`src/rtl/cs_out_fifo_pkg.sv`:
```
// Shared definitions for the CS output FIFO: state encoding and the CS result width.
package cs_out_fifo_pkg;

    // Result width of the upstream CS stage (Y[9:0]).
    localparam int CS_DW = 10;

    // Occupancy state; empty/full flags are decoded directly from it.
    typedef enum logic [1:0] {
        ST_EMPTY = 2'd0,
        ST_PART  = 2'd1,
        ST_FULL  = 2'd2
    } fifo_state_t;

endpackage

```
`src/rtl/cs_fifo_ram.sv`:
```
// DEPTH x DW storage: one synchronous write port, one asynchronous read port.
module cs_fifo_ram #(
    parameter int DW    = 10,
    parameter int DEPTH = 8,
    parameter int AW    = $clog2(DEPTH)
) (
    input  logic          clk,
    input  logic          we,
    input  logic [AW-1:0] waddr,
    input  logic [DW-1:0] wdata,
    input  logic [AW-1:0] raddr,
    output logic [DW-1:0] rdata
);

    logic [DW-1:0] mem [DEPTH];

    // Write the addressed entry on the rising edge.
    // NOTE: storage has no reset; only pointers/count define validity, so clearing it would cost logic for nothing.
    always_ff @(posedge clk) begin
        if (we) begin
            mem[waddr] <= wdata;
        end
    end

    // First-word-fall-through: the head entry is visible without a clock.
    assign rdata = mem[raddr];

endmodule

```
`src/rtl/cs_out_fifo.sv`:
```
// Output FIFO for CS results: FWFT, three-state occupancy tracking, saturating drop counter.
module cs_out_fifo
    import cs_out_fifo_pkg::*;
#(
    parameter int DW    = CS_DW,
    parameter int DEPTH = 8,
    localparam int AW   = $clog2(DEPTH),
    localparam int CW   = AW + 1
) (
    input  logic          clk,
    input  logic          reset,
    input  logic [DW-1:0] in_data,
    input  logic          in_valid,
    input  logic          flush,
    input  logic          out_ready,
    output logic [DW-1:0] out_data,
    output logic          out_valid,
    output logic          full,
    output logic          empty,
    output logic [CW-1:0] count,
    output logic [7:0]    ovf_cnt
);

    fifo_state_t   state, state_next;
    logic [AW-1:0] rd_ptr, wr_ptr;
    logic [CW-1:0] count_next;
    logic          push, pop, drop;

    assign empty     = (state == ST_EMPTY);
    assign full      = (state == ST_FULL);
    assign out_valid = !empty;

    assign pop  = out_valid & out_ready;
    assign push = in_valid & (!full | pop);
    // A word offered while full with no pop is lost; flush discards everything anyway.
    assign drop = in_valid & full & !pop & !flush;

    cs_fifo_ram #(
        .DW    (DW),
        .DEPTH (DEPTH)
    ) u_ram (
        .clk   (clk),
        .we    (push & !flush),
        .waddr (wr_ptr),
        .wdata (in_data),
        .raddr (rd_ptr),
        .rdata (out_data)
    );

    // Next occupancy and state from push/pop; flush overrides both.
    // NOTE: every output gets a default first so no path leaves a value unassigned (no latch).
    always_comb begin
        state_next = state;
        count_next = count;
        if (flush) begin
            state_next = ST_EMPTY;
            count_next = '0;
        end else if (push && !pop) begin
            count_next = count + 1'b1;
            state_next = (count == CW'(DEPTH - 1)) ? ST_FULL : ST_PART;
        end else if (pop && !push) begin
            count_next = count - 1'b1;
            state_next = (count == CW'(1)) ? ST_EMPTY : ST_PART;
        end
    end

    // State, pointers, count and drop counter registers.
    // NOTE: sequential state uses non-blocking assignments so all registers update from pre-edge values.
    always_ff @(posedge clk or negedge reset) begin
        if (!reset) begin
            state   <= ST_EMPTY;
            count   <= '0;
            rd_ptr  <= '0;
            wr_ptr  <= '0;
            ovf_cnt <= '0;
        end else begin
            state <= state_next;
            count <= count_next;
            if (flush) begin
                rd_ptr <= '0;
                wr_ptr <= '0;
            end else begin
                // Power-of-two depth: natural overflow of AW bits wraps modulo DEPTH.
                if (push) wr_ptr <= wr_ptr + 1'b1;
                if (pop)  rd_ptr <= rd_ptr + 1'b1;
            end
            if (drop && ovf_cnt != 8'hFF) begin
                ovf_cnt <= ovf_cnt + 1'b1;
            end
        end
    end

endmodule
```
`config.mk`:
```
export PLATFORM = sky130hd
export DESIGN_NAME = cs_out_fifo
export DESIGN_NICKNAME = d
export VERILOG_FILES = /design/src/rtl/cs_out_fifo_pkg.sv /design/src/rtl/cs_fifo_ram.sv /design/src/rtl/cs_out_fifo.sv
export SDC_FILE = /design/constraint.sdc
export NUM_CORES = 1
export LEC_CHECK = 0
export CAP_MARGIN = 15
export CORE_ASPECT_RATIO = 0.9
export CORE_MARGIN = 5
export CORE_UTILIZATION = 55
export CTS_BUF_LIST = sky130_fd_sc_hd__clkbuf_8
export DETAILED_ROUTE_END_ITERATION = 12
export GPL_ROUTABILITY_DRIVEN = 0
export GPL_TIMING_DRIVEN = 1
export PLACE_DENSITY = 0.77
export SLEW_MARGIN = 20
export SYNTH_ARGS = -nofsm -noshare
export SYNTH_HDL_FRONTEND = slang
export SYNTH_HIERARCHICAL = 1
export SYNTH_SLANG_ARGS = --single-unit
export TNS_END_PERCENT = 10
```
`constraint.sdc`:
```
create_clock -name clk -period 2.9 [get_ports clk]
set_clock_uncertainty 0.2 [all_clocks]
set_input_delay 0.435 -clock clk [delete_from_list [all_inputs] [get_ports clk]]
set_output_delay 0.435 -clock clk [all_outputs]
set_load 0.005 [all_outputs]
```
==> impl_metrics.ini <==
[status]
status = finished, final reports clean

[grt]
grt_start_max_net_pins = 22
grt_pass1_vias = 2324
grt_usage_pct = 17.3
grt_antenna_before_repair = 0
grt-ovfl-total = 0
grt_pass1_wl_um = 12300

[timing]
fin_crit_sh_pct = 99.8
timing.final.crit_period_ps = 2890
maxSlewViolCount = 0
fmax_mhz = 346
hold_violations = 0
setup_violations = 0
slew_headroom_pct = 69.4
tns_ps = 0
rsz0062_at_grt = true
worst_pin_slew_ps = 454

[cts]
cts.path.max_buffers = 2
worstSkewPairLatency_ps = 350
cts_hold_buf = 0
cts_made_buffers = 9
clk_pin_slew_worst_paths_ps = 90
tritoncts = yes
h-tree-depth = 3
cts_setup_buffers = 0
cts_sinks = 100
cts-root-buf = clkbuf_8

[routing]
drtIter0Drc = 77
dr.pass1.iters = 4
drc = 0
viasPerCell = 5.59
via_count = 2246
routedWlPerCell_um = 18.4
antenna_left = 0
routed_wirelength_um = 7420

[synthesis]
synth.avg_cell_area_um2 = 17.7
synth.area.top_cells = edfxtp_1, mux4_1, dfrtp_1, mux2_2, ha_1
synthFlopType = edfxtp_1
synth_top_cell_by_area = edfxtp_1
synth_edf_count = 80
yosysUniqueCellTypes = 39
postSynthCellCount = 242
yosys_warnings = 6
synth_top_area_share_pct = 56.2
async_flop_share_pct = 20.0
syn_nets = 263
seq_area_frac_synth_pct = 67.9
ys_seq_elements = 100
syn_area_mm2 = 0.00427

[layout]
stdcell_area_mm2 = 0.00505
final_util_pct = 66.9
n_antenna_cell = 0
fin_cells = 402
drive_gt1_share_pct = 17.6
fin_nets = 322
layout_commonest_cell = edfxtp_1
syn_to_final_growth_pct = 18.1
num-fill-cells = 501
final_cell_mix = edfxtp_1, clkdlybuf4s50_1, dfrtp_1, mux4_1, nor2_1

[floorplanning]
dieArea_mm2 = 0.00963
rows = 30
die_w_um = 103
io_pins = 40
start_util_pct = 56.6
die_h_um = 93.6
core_mm2 = 0.00754

[flow_run]
cap_violations = 0

[power]
switching_share_pct = 22.6
share_clk_of_total_power_pct = 30.7
powerDensity_mw_per_mm2 = 517
p_comb_share_pct = 8.2
p_sw_mw = 0.590
power_frac_seq_pct = 61.1
p_leak_nw = 1.84
finalPower_mw = 2.61
p_int_mw = 2.02
ir_worst_vdd_uv = 341

[place]
placed_area_mm2 = 0.00486
hpwl_um = 4780
io_buffer_count = 39
dp_cells = 386

[worst_setup_path]
worstSetupPathType = flop to output pin
cp-start-kind = flop
max_stage_delay_ps = 580
crit_path_max_fanout = 9
cp.arrival_ps = 2260
path_buf_inv = 2
path_cells = buf_4 > mux4_1 > mux2_2 > clkdlybuf4s50_1
critPathCaptureType = output pin
cpMaxStageDelayCell = mux4_1
required_ps = 2270
critical_path.top_delay_family = multiplexers

[min_path]
hold_path.class = primary input to asynchronous set/reset pin
[worst paths after layout]
path | end | startpoint | cells past startpoint | slack [ps]
worst max-delay path | out_data[3] | rd_ptr[0]$_DFFE_PN0P_ | 4 | 7
worst min-delay path | ovf_cnt[0]$_DFFE_PN0P_ | reset | 2 | 220
min in group clk | ovf_cnt[0]$_DFFE_PN0P_ | ovf_cnt[0]$_DFFE_PN0P_ | 1 | 320
max in group asynchronous | wr_ptr[1]$_DFFE_PN0P_ | reset | 2 | 2070
worst min register to register | ovf_cnt[0]$_DFFE_PN0P_ | ovf_cnt[0]$_DFFE_PN0P_ | 1 | 320
worst max register to register | u_ram/mem[0][2]$_DFFE_PP_ | state[0]$_DFFE_PN0P_ | 6 | 810
[cell families after synthesis]
| group | count (synthesis) | synth area share [%] |
|---|---|---|
| buf+inv | 13 | 1.52 |
| mux | 38 | 17.0 |
| compound gates | 16 | 2.37 |
| fa+ha+maj | 6 | 1.76 |
| simple gates | 60 | 7.61 |
| flops | 100 | 67.9 |
| xor+xnor | 9 | 1.84 |
[registers in the layout, indices dropped and copies added, names as in the netlist]
name       cells
rd_ptr         3
ovf_cnt        8
state          2
wr_ptr         3
count          4
u_ram/mem     80
[metrics by stage]
step	setup WS (ps)	hold slack (ps)
6_report	6.88	217
5_1_grt	-73.1	233
4_1_cts	-21.0	213
3_5_place_dp	346	307
3_3_place_gp	389	306
2_1_floorplan	533	-60.6
[power groups by stage]
stage / Clock, mW / Sequential, mW / Combinational [mW]
finish: 0.801 / 1.59 / 0.215
global route: 0.897 / 1.60 / 0.234
CTS: 0.819 / 1.59 / 0.218
detailed placement: 0 / 1.63 / 0.216
global placement: 0 / 1.62 / 0.211
floorplan: 0 / 1.62 / 0.111
[layer usage]
layer  wire length [um]  track usage, %  share of wire (%)  up-vias
met5                  0               0                  0        -
met1               3360            24.6                 45     1128
li1                   -               -                  -     1070
met2               3670            27.0                 49       42
met4                 97            5.18                1.3        0
met3                286            3.80                3.9        6
[cells in the mapped netlist (2+ instances only)]
cell and instances:
buf_6 2, nor3b_1 2, a21oi_1 4, o21ai_0 4, xor2_1 8, inv_1 5, o211ai_1 2, or2_2 2
mux4_1 20, nand3_1 3, dfrtp_1 20, nor2_1 19, edfxtp_1 80, or3_1 2, nor3_2 2, nand2_1 13
and3_1 2, mux2i_1 3, nand2b_1 5, clkbuf_1 3, ha_1 6, nor3_1 5, mux2_2 14
[layout make-up]
class | instances | area [um^2] | share of cell area (%)
clock buffers | 9 | 124 | 2.45
inverters | 6 | 22.5 | 0.446
multi-input cells | 129 | 1310 | 25.9
flip-flops and latches | 100 | 2900 | 57.5
repair buffers | 55 | 514 | 10.2
well taps | 96 | 120 | 2.38
clock inverters | 7 | 57.6 | 1.14
[worst reg2reg max path, delay by kind of cell, from the launching register on]
kind            cells  cell delay, ps
simple gates        4             670
compound gates      1             170
flops               1             460
buf+inv             1             270
[repair_timing]
item,in CTS,in global routing
pin swaps,0,0
gates cloned,0,0
setup endpoints to repair,7,10
gates resized for setup,1,0
Note: power is estimated with default switching activity, not from simulation.
